File: src/rtl/wisc_ctrl_pkg.sv
// Shared control definitions: opcodes, ALU function codes (also used by
// the EX-stage control), FSM states and the decoded-instruction bundle.
package wisc_ctrl_pkg;

    localparam logic [4:0] OP_HALT = 5'b00000;
    localparam logic [4:0] OP_NOP  = 5'b00001;
    localparam logic [4:0] OP_J    = 5'b00100;
    localparam logic [4:0] OP_JR   = 5'b00101;
    localparam logic [4:0] OP_JAL  = 5'b00110;
    localparam logic [4:0] OP_JALR = 5'b00111;
    localparam logic [4:0] OP_ST   = 5'b10000;
    localparam logic [4:0] OP_LD   = 5'b10001;
    localparam logic [4:0] OP_SLBI = 5'b10010;
    localparam logic [4:0] OP_STU  = 5'b10011;
    localparam logic [4:0] OP_LBI  = 5'b11000;
    localparam logic [4:0] OP_BTR  = 5'b11001;
    localparam logic [4:0] OP_RR_B = 5'b11010;
    localparam logic [4:0] OP_RR_A = 5'b11011;

    localparam logic [4:0] ALU_IMM_A = 5'b00000;
    localparam logic [4:0] ALU_IMM_B = 5'b00100;
    localparam logic [4:0] ALU_MEM   = 5'b01000;
    localparam logic [4:0] ALU_BTR   = 5'b01001;
    localparam logic [4:0] ALU_RR_A  = 5'b01010;
    localparam logic [4:0] ALU_RR_B  = 5'b01110;
    localparam logic [4:0] ALU_SET   = 5'b10010;
    localparam logic [4:0] ALU_BR    = 5'b10110;
    localparam logic [4:0] ALU_LBI   = 5'b11010;
    localparam logic [4:0] ALU_SLBI  = 5'b11011;
    localparam logic [4:0] ALU_JMP   = 5'b11100;
    localparam logic [4:0] ALU_JREG  = 5'b11101;
    localparam logic [4:0] ALU_NOP   = 5'b11111;

    localparam logic [1:0] WB_ALU = 2'b00;
    localparam logic [1:0] WB_MEM = 2'b01;
    localparam logic [1:0] WB_PC  = 2'b10;

    typedef enum logic [2:0] {
        S_FETCH,
        S_DECODE,
        S_EXECUTE,
        S_MEM,
        S_WB,
        S_HALT,
        S_ERR
    } state_e;

    typedef struct packed {
        logic       illegal;
        logic       halt;
        logic       is_mem;
        logic       is_store;
        logic       wr_reg;
        logic [1:0] wb_sel;
    } ctrl_t;

endpackage

File: src/rtl/instr_decode.sv
// Combinational opcode decode: ALU function code plus the
// memory / register-writer / writeback classification of an instruction.
module instr_decode
    import wisc_ctrl_pkg::*;
(
    input  logic [15:0] instr_i,
    output logic [4:0]  alu_fn_o,
    output ctrl_t       ctrl_o
);

    logic [4:0] op;
    logic [4:0] funct;
    logic       unused_bits;

    assign op          = instr_i[15:11];
    assign funct       = {3'b000, instr_i[1:0]};
    assign unused_bits = ^instr_i[10:2];

    // Map opcode/funct to ALU function and control class
    always_comb begin
        alu_fn_o = ALU_NOP;
        ctrl_o   = '0;
        unique casez (op)
            5'b010??: begin
                alu_fn_o      = ALU_IMM_A + {3'b000, op[1:0]};
                ctrl_o.wr_reg = 1'b1;
            end
            5'b101??: begin
                alu_fn_o      = ALU_IMM_B + {3'b000, op[1:0]};
                ctrl_o.wr_reg = 1'b1;
            end
            OP_ST: begin
                alu_fn_o        = ALU_MEM;
                ctrl_o.is_mem   = 1'b1;
                ctrl_o.is_store = 1'b1;
            end
            OP_LD: begin
                alu_fn_o      = ALU_MEM;
                ctrl_o.is_mem = 1'b1;
                ctrl_o.wr_reg = 1'b1;
                ctrl_o.wb_sel = WB_MEM;
            end
            OP_STU: begin
                alu_fn_o        = ALU_MEM;
                ctrl_o.is_mem   = 1'b1;
                ctrl_o.is_store = 1'b1;
                ctrl_o.wr_reg   = 1'b1;
            end
            OP_SLBI: begin
                alu_fn_o      = ALU_SLBI;
                ctrl_o.wr_reg = 1'b1;
            end
            OP_LBI: begin
                alu_fn_o      = ALU_LBI;
                ctrl_o.wr_reg = 1'b1;
            end
            OP_BTR: begin
                alu_fn_o      = ALU_BTR;
                ctrl_o.wr_reg = 1'b1;
            end
            OP_RR_A: begin
                alu_fn_o      = ALU_RR_A + funct;
                ctrl_o.wr_reg = 1'b1;
            end
            OP_RR_B: begin
                alu_fn_o      = ALU_RR_B + funct;
                ctrl_o.wr_reg = 1'b1;
            end
            5'b111??: begin
                alu_fn_o      = ALU_SET + {3'b000, op[1:0]};
                ctrl_o.wr_reg = 1'b1;
            end
            5'b011??: alu_fn_o = ALU_BR + {3'b000, op[1:0]};
            OP_J:     alu_fn_o = ALU_JMP;
            OP_JR:    alu_fn_o = ALU_JREG;
            OP_JAL: begin
                alu_fn_o      = ALU_JMP;
                ctrl_o.wr_reg = 1'b1;
                ctrl_o.wb_sel = WB_PC;
            end
            OP_JALR: begin
                alu_fn_o      = ALU_JREG;
                ctrl_o.wr_reg = 1'b1;
                ctrl_o.wb_sel = WB_PC;
            end
            OP_HALT:  ctrl_o.halt = 1'b1;
            OP_NOP:   alu_fn_o = ALU_NOP;
            5'b0001?: ctrl_o.illegal = 1'b1;
            default:  ctrl_o.illegal = 1'b1;
        endcase
    end

endmodule

File: src/rtl/control_fsm.sv
// Multi-cycle control sequencer FETCH/DECODE/EXECUTE/MEM/WB with HALT/ERR.
// Define MEM_TIMEOUT_EN to bound imem/dmem waits by MEM_TIMEOUT cycles.
module control_fsm #(
    parameter int MEM_TIMEOUT = 16
) (
    input  logic        clk,
    input  logic        rst,
    input  logic [15:0] instr,
    input  logic        imem_ready,
    input  logic        dmem_ready,
    output logic        ir_ld,
    output logic        imem_en,
    output logic [4:0]  ALU_fn,
    output logic        dmem_en,
    output logic        dmem_wr,
    output logic        reg_wr_en,
    output logic [1:0]  wb_sel,
    output logic        pc_en,
    output logic        halt,
    output logic        err
);
    import wisc_ctrl_pkg::*;

    if (MEM_TIMEOUT < 2) begin : g_bad_timeout
        $error("MEM_TIMEOUT must be at least 2");
    end

    state_e     state_q;
    ctrl_t      ctrl_q;
    ctrl_t      dec_ctrl;
    logic [4:0] dec_alu;
    logic [4:0] alu_fn_q;
    logic [1:0] wb_sel_q;
    logic       imem_en_q;
    logic       dmem_en_q;
    logic       dmem_wr_q;
    logic       pc_en_q;
    logic       reg_wr_q;
    logic       halt_q;
    logic       err_q;

`ifdef MEM_TIMEOUT_EN
    localparam int WAIT_W = $clog2(MEM_TIMEOUT + 1);
    localparam logic [WAIT_W-1:0] WAIT_LAST = WAIT_W'(MEM_TIMEOUT - 1);
    logic [WAIT_W-1:0] wait_q;
`endif

    instr_decode u_dec (
        .instr_i  (instr),
        .alu_fn_o (dec_alu),
        .ctrl_o   (dec_ctrl)
    );

    // Sequencer; outputs are registered for the state being entered
    always_ff @(posedge clk) begin
        if (rst) begin
            state_q   <= S_FETCH;
            ctrl_q    <= '0;
            alu_fn_q  <= ALU_NOP;
            wb_sel_q  <= WB_ALU;
            imem_en_q <= 1'b1;
            dmem_en_q <= 1'b0;
            dmem_wr_q <= 1'b0;
            pc_en_q   <= 1'b0;
            reg_wr_q  <= 1'b0;
            halt_q    <= 1'b0;
            err_q     <= 1'b0;
`ifdef MEM_TIMEOUT_EN
            wait_q    <= '0;
`endif
        end else begin
            pc_en_q  <= 1'b0;
            reg_wr_q <= 1'b0;
`ifdef MEM_TIMEOUT_EN
            wait_q   <= '0;
`endif
            unique case (state_q)
                S_FETCH: begin
                    if (imem_ready) begin
                        state_q   <= S_DECODE;
                        imem_en_q <= 1'b0;
                        ctrl_q    <= dec_ctrl;
                        alu_fn_q  <= dec_alu;
                    end
`ifdef MEM_TIMEOUT_EN
                    else if (wait_q == WAIT_LAST) begin
                        state_q   <= S_ERR;
                        imem_en_q <= 1'b0;
                        err_q     <= 1'b1;
                    end else begin
                        wait_q <= wait_q + 1'b1;
                    end
`endif
                end
                S_DECODE: begin
                    if (ctrl_q.illegal) begin
                        state_q <= S_ERR;
                        err_q   <= 1'b1;
                    end else if (ctrl_q.halt) begin
                        state_q <= S_HALT;
                        halt_q  <= 1'b1;
                    end else begin
                        state_q <= S_EXECUTE;
                    end
                end
                S_EXECUTE: begin
                    if (ctrl_q.is_mem) begin
                        state_q   <= S_MEM;
                        dmem_en_q <= 1'b1;
                        dmem_wr_q <= ctrl_q.is_store;
                    end else begin
                        state_q  <= S_WB;
                        pc_en_q  <= 1'b1;
                        reg_wr_q <= ctrl_q.wr_reg;
                        wb_sel_q <= ctrl_q.wb_sel;
                    end
                end
                S_MEM: begin
                    if (dmem_ready) begin
                        state_q   <= S_WB;
                        dmem_en_q <= 1'b0;
                        dmem_wr_q <= 1'b0;
                        pc_en_q   <= 1'b1;
                        reg_wr_q  <= ctrl_q.wr_reg;
                        wb_sel_q  <= ctrl_q.wb_sel;
                    end
`ifdef MEM_TIMEOUT_EN
                    else if (wait_q == WAIT_LAST) begin
                        state_q   <= S_ERR;
                        dmem_en_q <= 1'b0;
                        dmem_wr_q <= 1'b0;
                        err_q     <= 1'b1;
                    end else begin
                        wait_q <= wait_q + 1'b1;
                    end
`endif
                end
                S_WB: begin
                    state_q   <= S_FETCH;
                    imem_en_q <= 1'b1;
                    wb_sel_q  <= WB_ALU;
                end
                S_HALT: state_q <= S_HALT;
                S_ERR:  state_q <= S_ERR;
                default: begin
                    state_q <= S_ERR;
                    err_q   <= 1'b1;
                end
            endcase
        end
    end

    assign ir_ld     = imem_en_q & imem_ready;
    assign imem_en   = imem_en_q;
    assign ALU_fn    = alu_fn_q;
    assign dmem_en   = dmem_en_q;
    assign dmem_wr   = dmem_wr_q;
    assign reg_wr_en = reg_wr_q;
    assign wb_sel    = wb_sel_q;
    assign pc_en     = pc_en_q;
    assign halt      = halt_q;
    assign err       = err_q;

endmodule

File: config.mk
export PLATFORM = sky130hd
export DESIGN_NAME = control_fsm
export DESIGN_NICKNAME = d
export VERILOG_FILES = /design/src/rtl/wisc_ctrl_pkg.sv /design/src/rtl/instr_decode.sv /design/src/rtl/control_fsm.sv
export SDC_FILE = /design/constraint.sdc
export NUM_CORES = 1
export LEC_CHECK = 0
export CAP_MARGIN = 20
export CORE_MARGIN = 3
export CORE_UTILIZATION = 26
export CTS_BUF_LIST = sky130_fd_sc_hd__clkbuf_8
export DETAILED_ROUTE_END_ITERATION = 7
export RECOVER_POWER = 100
export SLEW_MARGIN = 30
export SYNTH_ARGS = -nofsm -noshare
export SYNTH_HDL_FRONTEND = slang
export SYNTH_SLANG_ARGS = --single-unit
File: constraint.sdc
create_clock -name clk -period 2.1 [get_ports clk]
set_clock_uncertainty 0.1 [all_clocks]
set_input_delay 0.42 -clock clk [delete_from_list [all_inputs] [get_ports clk]]
set_output_delay 0.42 -clock clk [all_outputs]
set_load 0.02 [all_outputs]
Word-level counts from Yosys, hierarchy flattened. Cells that the tools add are included.

Add/sub/neg operators: 5. Eq/ne operators: 28. Reductions and logical operators: 19. Mux-type cells: 31. Bitwise operators: 3.

Operators with widths (count): 5-bit one-hot mux with 12 select lines (1); 5-bit == test (second input constant) (8); 5-bit by 3-bit == test with 1-bit output (second input constant) (4); 3-bit one-hot mux with 6 select lines (1); 3-bit == test (second input constant) (5); 3-bit 2-to-1 mux (5); 1-bit 2-to-1 mux (14); 3-bit by 2-bit == test with 1-bit output (second input constant) (4); 1-bit one-hot mux with 2 select lines (6); 12-bit OR reduction (1); 4-bit by 2-bit adder with 5-bit output (first input constant) (2); 5-bit by 2-bit adder with 5-bit output (first input constant) (2); 2-bit inequality test (second input constant) (5); 3-bit AND reduction (3); 2-bit AND reduction (4); 2-bit OR reduction (4); 2-bit one-hot mux with 3 select lines (1); 6-bit OR reduction (1); 5-bit logical NOT (1); 3-bit by 2-bit adder with 4-bit output (first input constant) (1); 4-bit by 1-bit == test with 1-bit output (second input constant) (1); 2-bit 2-to-1 mux (2); 2-bit one-hot mux with 2 select lines (1); 2-bit nonzero test (2); other kinds (6) (7).

Flip-flop bits (word level): 24. Logic and storage cells: 102. Output and inout bits: 15.

Longest topological paths before layout. Gate-level depths: netlist (run 1).

Depth in word-level cells: 4. Gate-level depth with buffers: 6. Mapped depth without buffers: 4.

Cells and area by module. Synthesis (run 1) repeated with hierarchy kept, for this count alone.

Cell total of the unflattened synthesis: 168. Area total of the unflattened synthesis: 1361.3 sq um.

Modules (own cells, without submodules): control_fsm (seq. area each 480.5 sq um, instances 1, cells each 119, area each 1041.0 sq um); instr_decode (seq. area each 0.0 sq um, instances 1, cells each 49, area each 320.3 sq um).

Worst setup path after synthesis (run 1). Ideal clock, no wire load.

Path type: register to register. Start point: register state_q[0]. End point: register alu_fn_q[2] (netlist: ALU_fn[2]). Required time: 1880 ps. Buffers on the path: 2. Setup time: 120 ps. Clock period less this slack: 1644 ps. Data arrival time: 1425 ps. Setup slack: 456 ps. Stages on the path, launching flop included: 7. Cell sequence: dfxtp_1 -> buf_6 -> or4b_1 -> buf_2 -> a2111oi_2 -> o21ai_1 -> o31a_1.

Word-level cells in the longest chain between the ends: 2.

Ends and longest elaborated chain: start: declaration (RTL line control_fsm.sv:28) `state_e state_q;`; start signal: assignment (RTL line control_fsm.sv:57) `state_q <= S_FETCH;`; start signal: assignment (RTL line control_fsm.sv:80) `state_q <= S_DECODE;`; start signal: assignment (RTL line control_fsm.sv:97) `state_q <= S_ERR;`; 3-bit logical NOT (RTL line control_fsm.sv:77) `unique case (state_q)`; 2-bit AND reduction (no source line); end signal: assignment (RTL line control_fsm.sv:83) `alu_fn_q <= dec_alu;`; end: declaration (RTL line control_fsm.sv:32) `logic [4:0] alu_fn_q;`.

Every way passes these cells. A chain may end at the register's enable or synchronous reset.

Worst setup path in the final report (run 1).
Start point: input port imem_ready. End point: output port ir_ld.

Word-level cells in the longest chain between the ends: 1.

Ends and longest elaborated chain: start: declaration (RTL line control_fsm.sv:9) `input logic imem_ready,`; 1-bit bitwise AND (RTL line control_fsm.sv:153) `assign ir_ld = imem_en_q & imem_ready;`; end: declaration (RTL line control_fsm.sv:11) `output logic ir_ld,`.

Every way passes these cells.

==> impl_metrics.tcl, run 1 <==
set metrics [dict create \
    status "finished clean" \
    die_h_microns 76.8 \
    wire_per_inst_microns 11.9 \
    route.detailed.drc 0 \
    ff2ff_path_depth 4 \
    hp-class "reg2reg" \
    grt_overflow 0 \
    synth_area_per_cell_sq_um 7.89 \
    async_flop_share_pct 0 \
    area_delta_synth_final_pct 32.3 \
    synthFlopType "dfxtp_1" \
    powerDensity_nw_per_um2 963 \
    gp_congestion 0.784 \
    post_cts_buffers 0 \
    slew_viol_final 0 \
    nNetsFinal 219 \
    drive_gt1_share_pct 9.64 \
    die-area_sq_um 5900 \
    core_area_sq_um 4790 \
    total_power_w 0.00166 \
    dr.pass1.iters 4 \
    htreeDepth 1 \
    cp_max_fo 3 \
    rows 25 \
    grt_pass1_vias 1159 \
    period_needed_ns 1.93 \
    grt_antenna_before_repair 0 \
    ctsResizeCount 1 \
    finalSetupViolCount 0 \
    tightest_slew_ns 0.602 \
    reg2reg_to "wb_sel[1]$_SDFFE_PP0P_" \
    slowest_stage "clkdlybuf4s50_1" \
    path_delay_family "buffers and inverters" \
    fin_area_sq_um 1720 \
    slowest_delay_ns 0.51 \
    critPathRequiredTime_ns 1.58 \
    postCtsHoldBufs 0 \
    worstHoldEndpoint "ctrl_q[2]$_SDFFE_PP0P_" \
    ir_worst_vdd_v 0.000682 \
    regToRegStartpoint "state_q[1]$_SDFFE_PP0P_" \
    reg2reg_setup_slack_ns 0.36 \
    synthCells 165 \
    grt_first_pass_wirelength_mm 5.40 \
    hold_depth 2 \
    grt_usage_pct 11.0 \
    hold_violations 0 \
    routed_via_density 4.74 \
    placed_cell_area_sq_um 1700 \
    ys.warnings.count 0 \
    start_kind "input pin" \
    cts_tree "yes" \
    grt_max_degree 17 \
    final_util_pct 36.0 \
    postRouteAntennaNets 0 \
    hold_ws_ns 0.357 \
    worstPathCellList "clkdlybuf4s50_1, and2_0, dlygate4sd2_1" \
    maxSlewHeadroom_pct 59.9 \
    cts_sinks 24 \
    synthesis.nets 185 \
    crit_path_end_kind "output port" \
    synthDistinctLibCells 40 \
    diodes 0 \
    numCtsBuffers 3 \
    seq_area_frac_synth_pct 36.9 \
    cp.arrival_ns 1.41 \
    finalCritPeriodShare_pct 91.7 \
    cts_buffer_depth 2 \
    portBuffers 25 \
    drt_iter0_markers 76 \
    dp_hpwl_mm 2.40 \
    insertion_delay_ns 0.26 \
    cap_violations 0 \
    cts_root_buf "clkbuf_8" \
    vias 1251 \
    wl_mm 3.14 \
    worstSetupPathType "in2out" \
    start_util_pct 27.2 \
    p_leak_nw 0.664 \
    grt_setup_unrepaired "no" \
    netlist_area_sq_um 1300 \
    synth_seq_cells 24 \
    fmaxAchievable_mhz 519 \
    io_pins 35 \
    synth_edf_count 0 \
    cp_num_buf_inv 2 \
    hp-start "ctrl_q[2]$_SDFFE_PP0P_" \
    die_w_microns 76.8 \
    clkTransAtPathRegs_ns 0.08 \
]
## per-layer routing
layer / up-vias / GRT usage (%) / share of wire [%]
li1: 654 / - / -
met1: 577 / 15.2 / 51
met2: 18 / 16.8 / 45
met3: 2 / 3.17 / 3.4
met4: 0 / 2.17 / 0.60
met5: - / 0 / 0
## final cells by class
class | count | area, sq um
clock buffers | 3 | 41.3
flip-flops and latches | 24 | 480
multi-input cells | 124 | 736
well taps | 67 | 83.8
inverters | 4 | 15.0
repair buffers | 42 | 367
fillers | 519 | 3060
## kinds of logic (layout without fill, tap and decap cells)
group | after synthesis | count (layout) | synth area share [%]
DFF | 24 | 24 | 36.9
xor gates and xnor gates | 2 | 2 | 1.35
buffers and inverters | 17 | 49 | 6.15
and+or+nand+nor | 68 | 68 | 29.0
AOI/OAI and AO/OA | 54 | 54 | 26.6
## Yosys cell counts, types with 2 or more instances
library cell  number  area, sq um
nand2_1           19         71.3
buf_6              2         22.5
o21ai_0           11         55.1
nor3_1             2         10.0
inv_1              4         15.0
nand3_1            2         10.0
clkbuf_1          10         37.5
nor2_1            12         45.0
a32oi_1            2         17.5
and3_1             2         12.5
a22oi_1            2         15.0
nand3b_1           4         30.0
a2bb2oi_1          3         26.3
a21boi_0           2         15.0
o31a_1             2         17.5
a21o_1             3         22.5
and2_1             2         12.5
nand2b_1           7         43.8
a21oi_1           20          100
dfxtp_1           24          480
nor3b_1            3         22.5
nand4b_1           2         17.5
nor2b_1            8         50.1
## sequential cells by signal, indices dropped and copies added, names as in the netlist
signal / cells
dmem_en: 1
dmem_wr: 1
imem_en: 1
ALU_fn: 5
ctrl_q: 7
state_q: 3
wb_sel: 2
reg_wr_en: 1
err: 1
halt: 1
pc_en: 1
## worst register-to-register path, stage by stage (launching register included)
cell and delay (ns):
dfxtp_1 0.34, clkbuf_1 0.48, nor2b_1 0.42, a21o_1 0.20, a2bb2oi_1 0.15
## stage by stage
step	TNS, ns	setup WS, ns	instances
after floorplan	0	0.456	165
after global placement	-0.247	-0.0659	261
after detailed placement	-0.227	-0.0852	261
after CTS	0	0.177	264
after global routing	0	0.0959	264
final	0	0.174	264
## worst max path at each step
stage	startpoint	to	slack (ns)	depth (start not counted)
2_1_floorplan	state_q[0]$_SDFFE_PP0P_	ALU_fn[2]$_SDFFE_PP1P_	0.46	6
3_3_place_gp	imem_ready	ir_ld	-0.07	3
3_5_place_dp	imem_ready	ir_ld	-0.09	3
4_1_cts	imem_ready	ir_ld	0.18	3
5_1_grt	imem_ready	ctrl_q[0]$_SDFFE_PP0P_	0.1	5
6_report	imem_ready	ir_ld	0.17	3
## where the power goes
part / total [W] / internal, W / switching (W)
combinational: 0.000795 / 0.000351 / 0.000444
clock: 0.000264 / 0.000128 / 0.000136
sequential: 0.000601 / 0.000553 / 0.0000479
## placed cells by master, fill, tap and decap left out, drive strengths merged, types with 2 or more instances in the layout
cell type      count
a21oi             20
dfxtp             24
clkdlybuf4s50      9
a32oi              2
a21boi             2
clkbuf             6
nor3               2
nand3              2
nor2              12
o21ai             12
o31a               2
buf               14
and3               2
nand4b             2
a21o               3
dlygate4sd3       15
nand3b             4
inv                4
nor2b              8
a2bb2oi            3
nand2b             7
nand2             19
and2               2
nor3b              3
a22oi              2
Power figures use the tool's default switching activity.
==> run 2: changes to the inputs <==
Settings changed: CTS_BUF_LIST sky130_fd_sc_hd__clkbuf_8 to not set, HOLD_SLACK_MARGIN set to 0.06.
==> results of run 2 <==
No change in the layout: final DEF, timing and power equal those of run 1.
==> run 3: changes to the inputs <==
Settings changed: GPL_TIMING_DRIVEN set to 0.
Clock period 2.1 ns to 2.02 ns, I/O delays scaled along.
==> run 3 against run 2 <==
Power increased by 3.9%. Design area decreased by 3.8%. First-iteration DRC count shrank 17%. Non-clock buffer count decreased by 6. Die area unchanged. Setup slack worse by 0.063 ns. Critical endpoint is now ALU_fn[1]$_SDFFE_PP1P_. Highest routed layer unchanged.
==> impl_metrics.tcl, run 3 (synthesis results as in run 1) <==
set metrics [dict create \
    status "finished clean" \
    worstSetupPathType "in2reg" \
    numCtsBuffers 3 \
    ff2ff_path_depth 6 \
    route.met3.wl_microns 151 \
    period_needed_ns 1.91 \
    cts_buffer_depth 2 \
    fmaxAchievable_mhz 524 \
    layout_common_cells "dfxtp_1, a21oi_1, nand2_1, dlygate4sd3_1, nor2_1" \
    top_register "ctrl_q" \
    die-area_sq_um 5900 \
    nNetsFinal 213 \
    grt_antenna_before_repair 0 \
    grt_setup_unrepaired "no" \
    wire_per_inst_microns 12.4 \
    post_cts_buffers 0 \
    final_common_cell "dfxtp_1" \
    die_h_microns 76.8 \
    gp_congestion 0.821 \
    vias 1236 \
    insertion_delay_ns 0.26 \
    drive_gt1_share_pct 4.71 \
    start_kind "input pin" \
    cts_root_buf "clkbuf_8" \
    regToRegStartpoint "state_q[0]$_SDFFE_PP0P_" \
    dp_hpwl_mm 2.35 \
    stdcell_count 258 \
    reg2reg_setup_slack_ns 0.23 \
    ir_worst_vdd_v 0.000644 \
    hp-start "ctrl_q[2]$_SDFFE_PP0P_" \
    m1WireLength_mm 1.63 \
    grt_max_degree 13 \
    die_w_microns 76.8 \
    place_ws_ns -0.216 \
    reg2reg_to "reg_wr_en$_SDFF_PP0_" \
    drt_iter0_markers 63 \
    grt_pass1_vias 1168 \
    area_delta_synth_final_pct 27.3 \
    dr.pass1.iters 4 \
    hold_depth 2 \
    cap_violations 0 \
    routed_via_density 4.79 \
    cp.arrival_ns 1.94 \
    hold_violations 0 \
    slew_viol_final 0 \
    grt_usage_pct 11.3 \
    worstHoldEndpoint "ctrl_q[2]$_SDFFE_PP0P_" \
    cp_max_fo 10 \
    powerDensity_nw_per_um2 1040 \
    rows 25 \
    setup_tns_ns 0 \
    p_leak_nw 0.613 \
    grt_first_pass_wirelength_mm 5.56 \
    wl_met2_mm 1.38 \
    postRouteAntennaNets 0 \
    top_layer_used "met4" \
    hp-class "reg2reg" \
    route.detailed.drc 0 \
    critPathRequiredTime_ns 2.05 \
    io_pins 35 \
    total_power_w 0.00172 \
    portBuffers 24 \
    core_area_sq_um 4790 \
    start_util_pct 27.2 \
    htreeDepth 1 \
    tightest_slew_ns 0.534 \
    cts_tree "yes" \
    largest_reg_flops 7 \
    diodes 0 \
    crit_path_end_kind "register" \
    dpl.cell_count 256 \
    nFillCells 522 \
    grt_overflow 0 \
    wl_mm 3.20 \
    finalCritPeriodShare_pct 94.5 \
    cts_sinks 24 \
    maxSlewHeadroom_pct 64.3 \
    timing.final.ws_setup_ns 0.111 \
    finalSetupViolCount 0 \
    clkTransAtPathRegs_ns 0.08 \
]
==> run 3: what timing repair did <==
action                     in CTS  in global routing
setup endpoints to repair       1                  2
gates cloned                    0                  0
gates resized for setup         1                  2
hold buffers                    0                  0
==> run 3: worst max-delay path, cell delays in order <==
cell	delay (ns)
dlygate4sd3_1	0.62
clkbuf_1	0.38
nand3b_1	0.17
nand3b_1	0.08
o311ai_0	0.15
nand4b_1	0.13
==> run 3: layout make-up <==
type	instances	area (sq um)	share of cell area [%]
inverters	4	15.0	0.906
multi-input cells	124	742	44.8
plain buffers	12	56.3	3.40
well taps	67	83.8	5.06
clock buffers	3	41.3	2.49
flip-flops and latches	24	480	29.0
repair buffers	24	239	14.4
==> run 3: worst max path at each step <==
stage,to,from,slack [ns]
2_1_floorplan,ALU_fn[2]$_SDFFE_PP1P_,state_q[0]$_SDFFE_PP0P_,0.38
3_3_place_gp,ALU_fn[1]$_SDFFE_PP1P_,instr[15],-0.22
3_5_place_dp,ALU_fn[1]$_SDFFE_PP1P_,instr[15],-0.22
4_1_cts,ALU_fn[1]$_SDFFE_PP1P_,instr[15],0.06
5_1_grt,ALU_fn[2]$_SDFFE_PP1P_,imem_ready,0.002
6_report,ALU_fn[1]$_SDFFE_PP1P_,instr[14],0.11
==> run 3: report_power, final <==
part	internal (W)	switching [W]
logic	0.000349	0.000441
registers	0.000575	0.0000774
clock network	0.000133	0.000148
==> run 3: metrics by stage <==
step | hold WS [ns] | utilization (%) | instance area (sq um)
global placement | 0.343 | 34.0 | 1630
detailed placement | 0.347 | 34.0 | 1630
floorplan | 0.327 | - | 1300
CTS | 0.362 | 34.8 | 1670
finish | 0.363 | 34.6 | 1660
global route | 0.381 | 34.6 | 1660
==> run 3: per-layer routing <==
| metal | track usage [%] | vias up |
|---|---|---|
| li1 | - | 637 |
| met1 | 16.0 | 567 |
| met2 | 17.2 | 28 |
| met3 | 2.58 | 4 |
| met4 | 2.72 | 0 |
| met5 | 0 | - |
==> variant 1 (config.mk and constraints of run 1) <==
Add a define of `MEM_TIMEOUT_EN`.
--- a/src/rtl/control_fsm.sv
+++ b/src/rtl/control_fsm.sv
@@ -1,4 +1,6 @@
 // Multi-cycle control sequencer FETCH/DECODE/EXECUTE/MEM/WB with HALT/ERR.
 // Define MEM_TIMEOUT_EN to bound imem/dmem waits by MEM_TIMEOUT cycles.
+`define MEM_TIMEOUT_EN
+
 module control_fsm #(
     parameter int MEM_TIMEOUT = 16
Check against the original RTL: no difference found for any inputs over 10 cycles, from zero or initial values and one cycle with rst high; that may be too few to reach the edited logic, so the function may still have changed.
==> variant 1 against run 1 <==
  * Routed wire length grew 12%
  * Cell area grew 17%
  * Sequential cell count grew 5
  * Synthesized cell count grew 11%
  * Area after synthesis grew 13%
  * Critical path depth is the same
  * Worst setup slack lost 0.011 ns
  * Largest cell class unchanged
Power is not compared: it rests on default switching activity, and its combinational part moved more than twofold at a synthesized area within 25%.
==> variant 1: results (changes against run 1) <==
stage,metric,value,unit,change
worst_hold_path,worstHoldEndpoint,wait_q[0],,was ctrl_q[2]
worst_hold_path,worstHoldPathCells,1,,was 2
yosys,synth_fp_nets,204,,was 185
setup_path,cp_slowest_cell,clkdlybuf4s50_1,,unchanged
setup_path,r2r_end,wait_q[3],,was wb_sel[1]
setup_path,reg2reg_from,state_q[1],,unchanged
placed_design,place_ws,-0.1270,ns,was -0.08519 ns
global_routing,grtUsageTotal,12.33,%,was 10.97%
route,drt-total-wl,3530,um,was 3144 um
clock_network,worstSkewPairLatency,0.29,ns,was 0.26 ns
placed_design,gp_congestion,0.7945,,was 0.7838
timing,slew_headroom,70.13,%,was 59.88%
global_routing,grt_max_degree,15,,was 17
finish,n_fill_cell,539,,was 519
clock_network,cts_made_buffers,5,,was 3
yosys,ys_top_cells_by_area,"dfxtp_1 (39%), a21oi_1 (6.5%), nor2_1 (4.6%), o21ai_0 (4.1%), nand2_1 (4.1%)",,"was dfxtp_1 (37%), a21oi_1 (7.7%), nand2_1 (5.5%), o21ai_0 (4.2%), nor2b_1 (3.8%)"
yosys,ys_seq_area_share,39.42,%,was 36.89%
yosys,synthTopCellsByCount,"dfxtp_1 (29), a21oi_1 (19), nor2_1 (18), nand2_1 (16), o21ai_0 (12)",,"was dfxtp_1 (24), a21oi_1 (20), nand2_1 (19), nor2_1 (12), o21ai_0 (11)"
timing,worst_hold_slack,0.3481,ns,was 0.3569 ns
setup_path,reg2reg_slack,0.36,ns,about the same
clock_network,cts_buffer_depth,2,,unchanged
finish,antennaDiodeCount,0,,unchanged
status,outcome,"complete, no violations",,unchanged
setup_path,ff2ff_path_depth,6,,was 4
yosys,synth.distinct_cells,47,,was 40
route,avgRoutedWirePerCell,11.93,um,was 11.91 um
route,drt_iter0_markers,113,,was 76
placed_design,hpwl,2608,um,was 2403 um
setup_path,cp_slowest_stage_delay,0.53,ns,was 0.51 ns
route,viasPerCell,4.743,,was 4.739
placed_design,place_inst,288,,was 261
yosys,muxShareOfSynthArea,1.359,%,was 0%
finish,largest_register,ctrl_q,,unchanged
global_routing,grt_pass1_wl,6223,um,was 5402 um
worst_hold_path,min-delay-start,wait_q[0],,was ctrl_q[2]
yosys,synthAdderAreaFrac,0.8496,%,was 0%
placed_design,dpl_cell_area,1932,um2,was 1699 um2
finish,drive_gt1_share,12.83,%,was 9.645%
finish,nets,246,,was 219
finish,multi_input_area,808.3,um2,was 735.7 um2
clock_network,htree_num_levels,2,,was 1
yosys,synth-compound-area-share,24.89,%,was 26.61%
yosys,synth_xor_area_share,3.568,%,was 1.345%
yosys,syn_inst,183,,was 165
global_routing,grt_pass1_vias,1347,,was 1159
variant 1: area by class of cell:
type                            instances  area share, %
Multi-Input combinational cell        135          39.98
Sequential cell                        29          28.71
Timing Repair Buffer                   49          20.11
Tap cell                               70          4.332
Clock buffer                            6          4.084
Clock inverter                          2          1.856
Inverter                                5         0.9282
variant 1: metal layers:
layer,wire (um),global-route usage (%),up-vias
li1,-,-,735
met1,1789,16.79,638
met2,1543,17.51,24
met3,103,2.661,7
met4,94,7.601,0
met5,0,0,-
variant 1: how the worst max path moves through the flow:
| stage | from | to | slack [ns] | cells past startpoint |
|---|---|---|---|---|
| after CTS | imem_ready | ir_ld | 0.15 | 3 |
| after floorplan | imem_ready | ALU_fn[0] | 0.52 | 5 |
| final | imem_ready | ir_ld | 0.16 | 3 |
| after detailed placement | imem_ready | ir_ld | -0.13 | 3 |
| after global placement | imem_ready | ir_ld | -0.12 | 3 |
| after global routing | imem_ready | ctrl_q[3] | 0.05 | 6 |
==> variant 2 (flow settings as in run 1) <==
Without the edit above. Make the reset (`rst`) asynchronous in one clocked block.
--- a/src/rtl/control_fsm.sv
+++ b/src/rtl/control_fsm.sv
@@ -53,5 +53,5 @@
 
     // Sequencer; outputs are registered for the state being entered
-    always_ff @(posedge clk) begin
+    always_ff @(posedge clk or posedge rst) begin
         if (rst) begin
             state_q   <= S_FETCH;
Behaviour: differs if rst is asserted again (counterexample within 4 cycles, from zero or initial values and one cycle with rst high); with rst held inactive, the same outputs for 10 cycles.
==> variant 2 against run 1 <==
  * Global-route usage fell by 1.2 points
  * Highest routed layer unchanged
  * Power is 22% higher
  * Clock power is 55% higher
  * Worst setup slack worse by 0.062 ns
  * Combinational power grew 3.6%
  * First-iteration DRC count fell by 34%
  * Sequential cell count did not move
  * Maximum frequency shrank 3.1%
  * Cell count shrank 6.1%
  * Routed wire length decreased by 11%
  * Synthesized cell count shrank 6.7%
  * Cell area shrank 0.22%
  * Largest power group unchanged
  * Area after synthesis grew 5.4%
==> variant 2: results (changes against run 1) <==
stage,metric,value,unit,change
power,ir_worst_vdd,378.6,uV,was 681.6 uV
global_routing,grt_pass1_wl,4933,um,was 5402 um
yosys,muxShareOfSynthArea,2.188,%,was 0%
finish,drive_gt1_share,10.50,%,was 9.645%
route,drt_iter0_markers,50,,was 76
floorplan,die_w,78.66,um,was 76.78 um
global_routing,grt.met1_usage,13.14,%,was 15.24%
global_routing,grt.met3_usage,3.440,%,was 3.169%
placed_design,hpwl,2023,um,was 2403 um
setup_path,cp_slowest_cell,dlygate4sd3_1,,was clkdlybuf4s50_1
yosys,syn_inst,154,,was 165
yosys,synth_fp_nets,174,,was 185
yosys,yosysMostFrequentCell,nand2_1,,was dfxtp_1
global_routing,grt_max_degree,25,,was 17
setup_path,arrival,1.47,ns,was 1.41 ns
finish,instances_no_fill,248,,was 264
finish,nets,202,,was 219
power,p_comb,824,uW,was 795 uW
yosys,postSynth.asyncResetShare,100.0,%,was 0%
power,p_seq,799,uW,was 601 uW
route,wl_met2,1191,um,was 1412 um
setup_path,cp_max_fo,2,,was 3
status,outcome,"complete, no violations",,unchanged
route,wl_met1,1427,um,was 1605 um
yosys,ys_seq_area_share,44.30,%,was 36.89%
setup_path,cp_slowest_stage_delay,0.67,ns,was 0.51 ns
route,avgRoutedWirePerCell,11.23,um,was 11.91 um
yosys,ys_top_cells_by_area,"dfrtp_1 (33%), dfstp_2 (11%), nand2_1 (7.7%), buf_6 (4.9%), a21oi_1 (4.7%)",,"was dfxtp_1 (37%), a21oi_1 (7.7%), nand2_1 (5.5%), o21ai_0 (4.2%), nor2b_1 (3.8%)"
yosys,synth_xor_area_share,0.6381,%,was 1.345%
clock_network,cts_buffer_depth,2,,unchanged
global_routing,grtUsageTotal,9.807,%,was 10.97%
timing,slew_headroom,14.31,%,was 59.88%
yosys,synth.distinct_cells,38,,was 40
global_routing,met2_usage,15.20,%,was 16.81%
route,num_vias,1135,,was 1251
power,power.share.sequential,39.3,%,was 36.2%
yosys,synthTopCellsByCount,"nand2_1 (28), dfrtp_1 (18), a21oi_1 (13), nor2_1 (10), o21ai_1 (8)",,"was dfxtp_1 (24), a21oi_1 (20), nand2_1 (19), nor2_1 (12), o21ai_0 (11)"
placed_design,place_ws,-0.04924,ns,was -0.08519 ns
power,p_leak,0.7606,nW,was 0.6636 nW
yosys,synth-compound-area-share,22.15,%,was 26.61%
power,switching_power,740.9,uW,was 627.5 uW
[variant 2: cell count changes after synthesis, sizes merged, moves of 6 or more]
cell / change
nand2: +9
dfrtp: +18
clkbuf: -8
a21oi: -7
dfstp: +6
dfxtp: -24
[variant 2: cell type report]
| class | instances | area [um2] |
|---|---|---|
| fillers | 520 | 3192 |
| multi-input cells | 111 | 620.6 |
| flip-flops and latches | 24 | 608.1 |
| repair buffers | 33 | 301.5 |
| well taps | 67 | 83.83 |
| clock buffers | 3 | 41.29 |
| inverters | 9 | 33.78 |
| clock inverters | 1 | 30.03 |
[variant 2: worst paths after layout]
check                      startpoint  slack [ns]         end  depth (start not counted)
max in group asynchronous         rst        0.37   ctrl_q[1]                          3
hold reg to reg                  halt        0.36        halt                          1
setup reg to reg           state_q[1]        0.37   ctrl_q[3]                          3
hold / removal                   halt        0.36        halt                          1
setup / recovery            ALU_fn[2]        0.11   ALU_fn[2]                          1
min in group asynchronous         rst        0.77  state_q[2]                          3
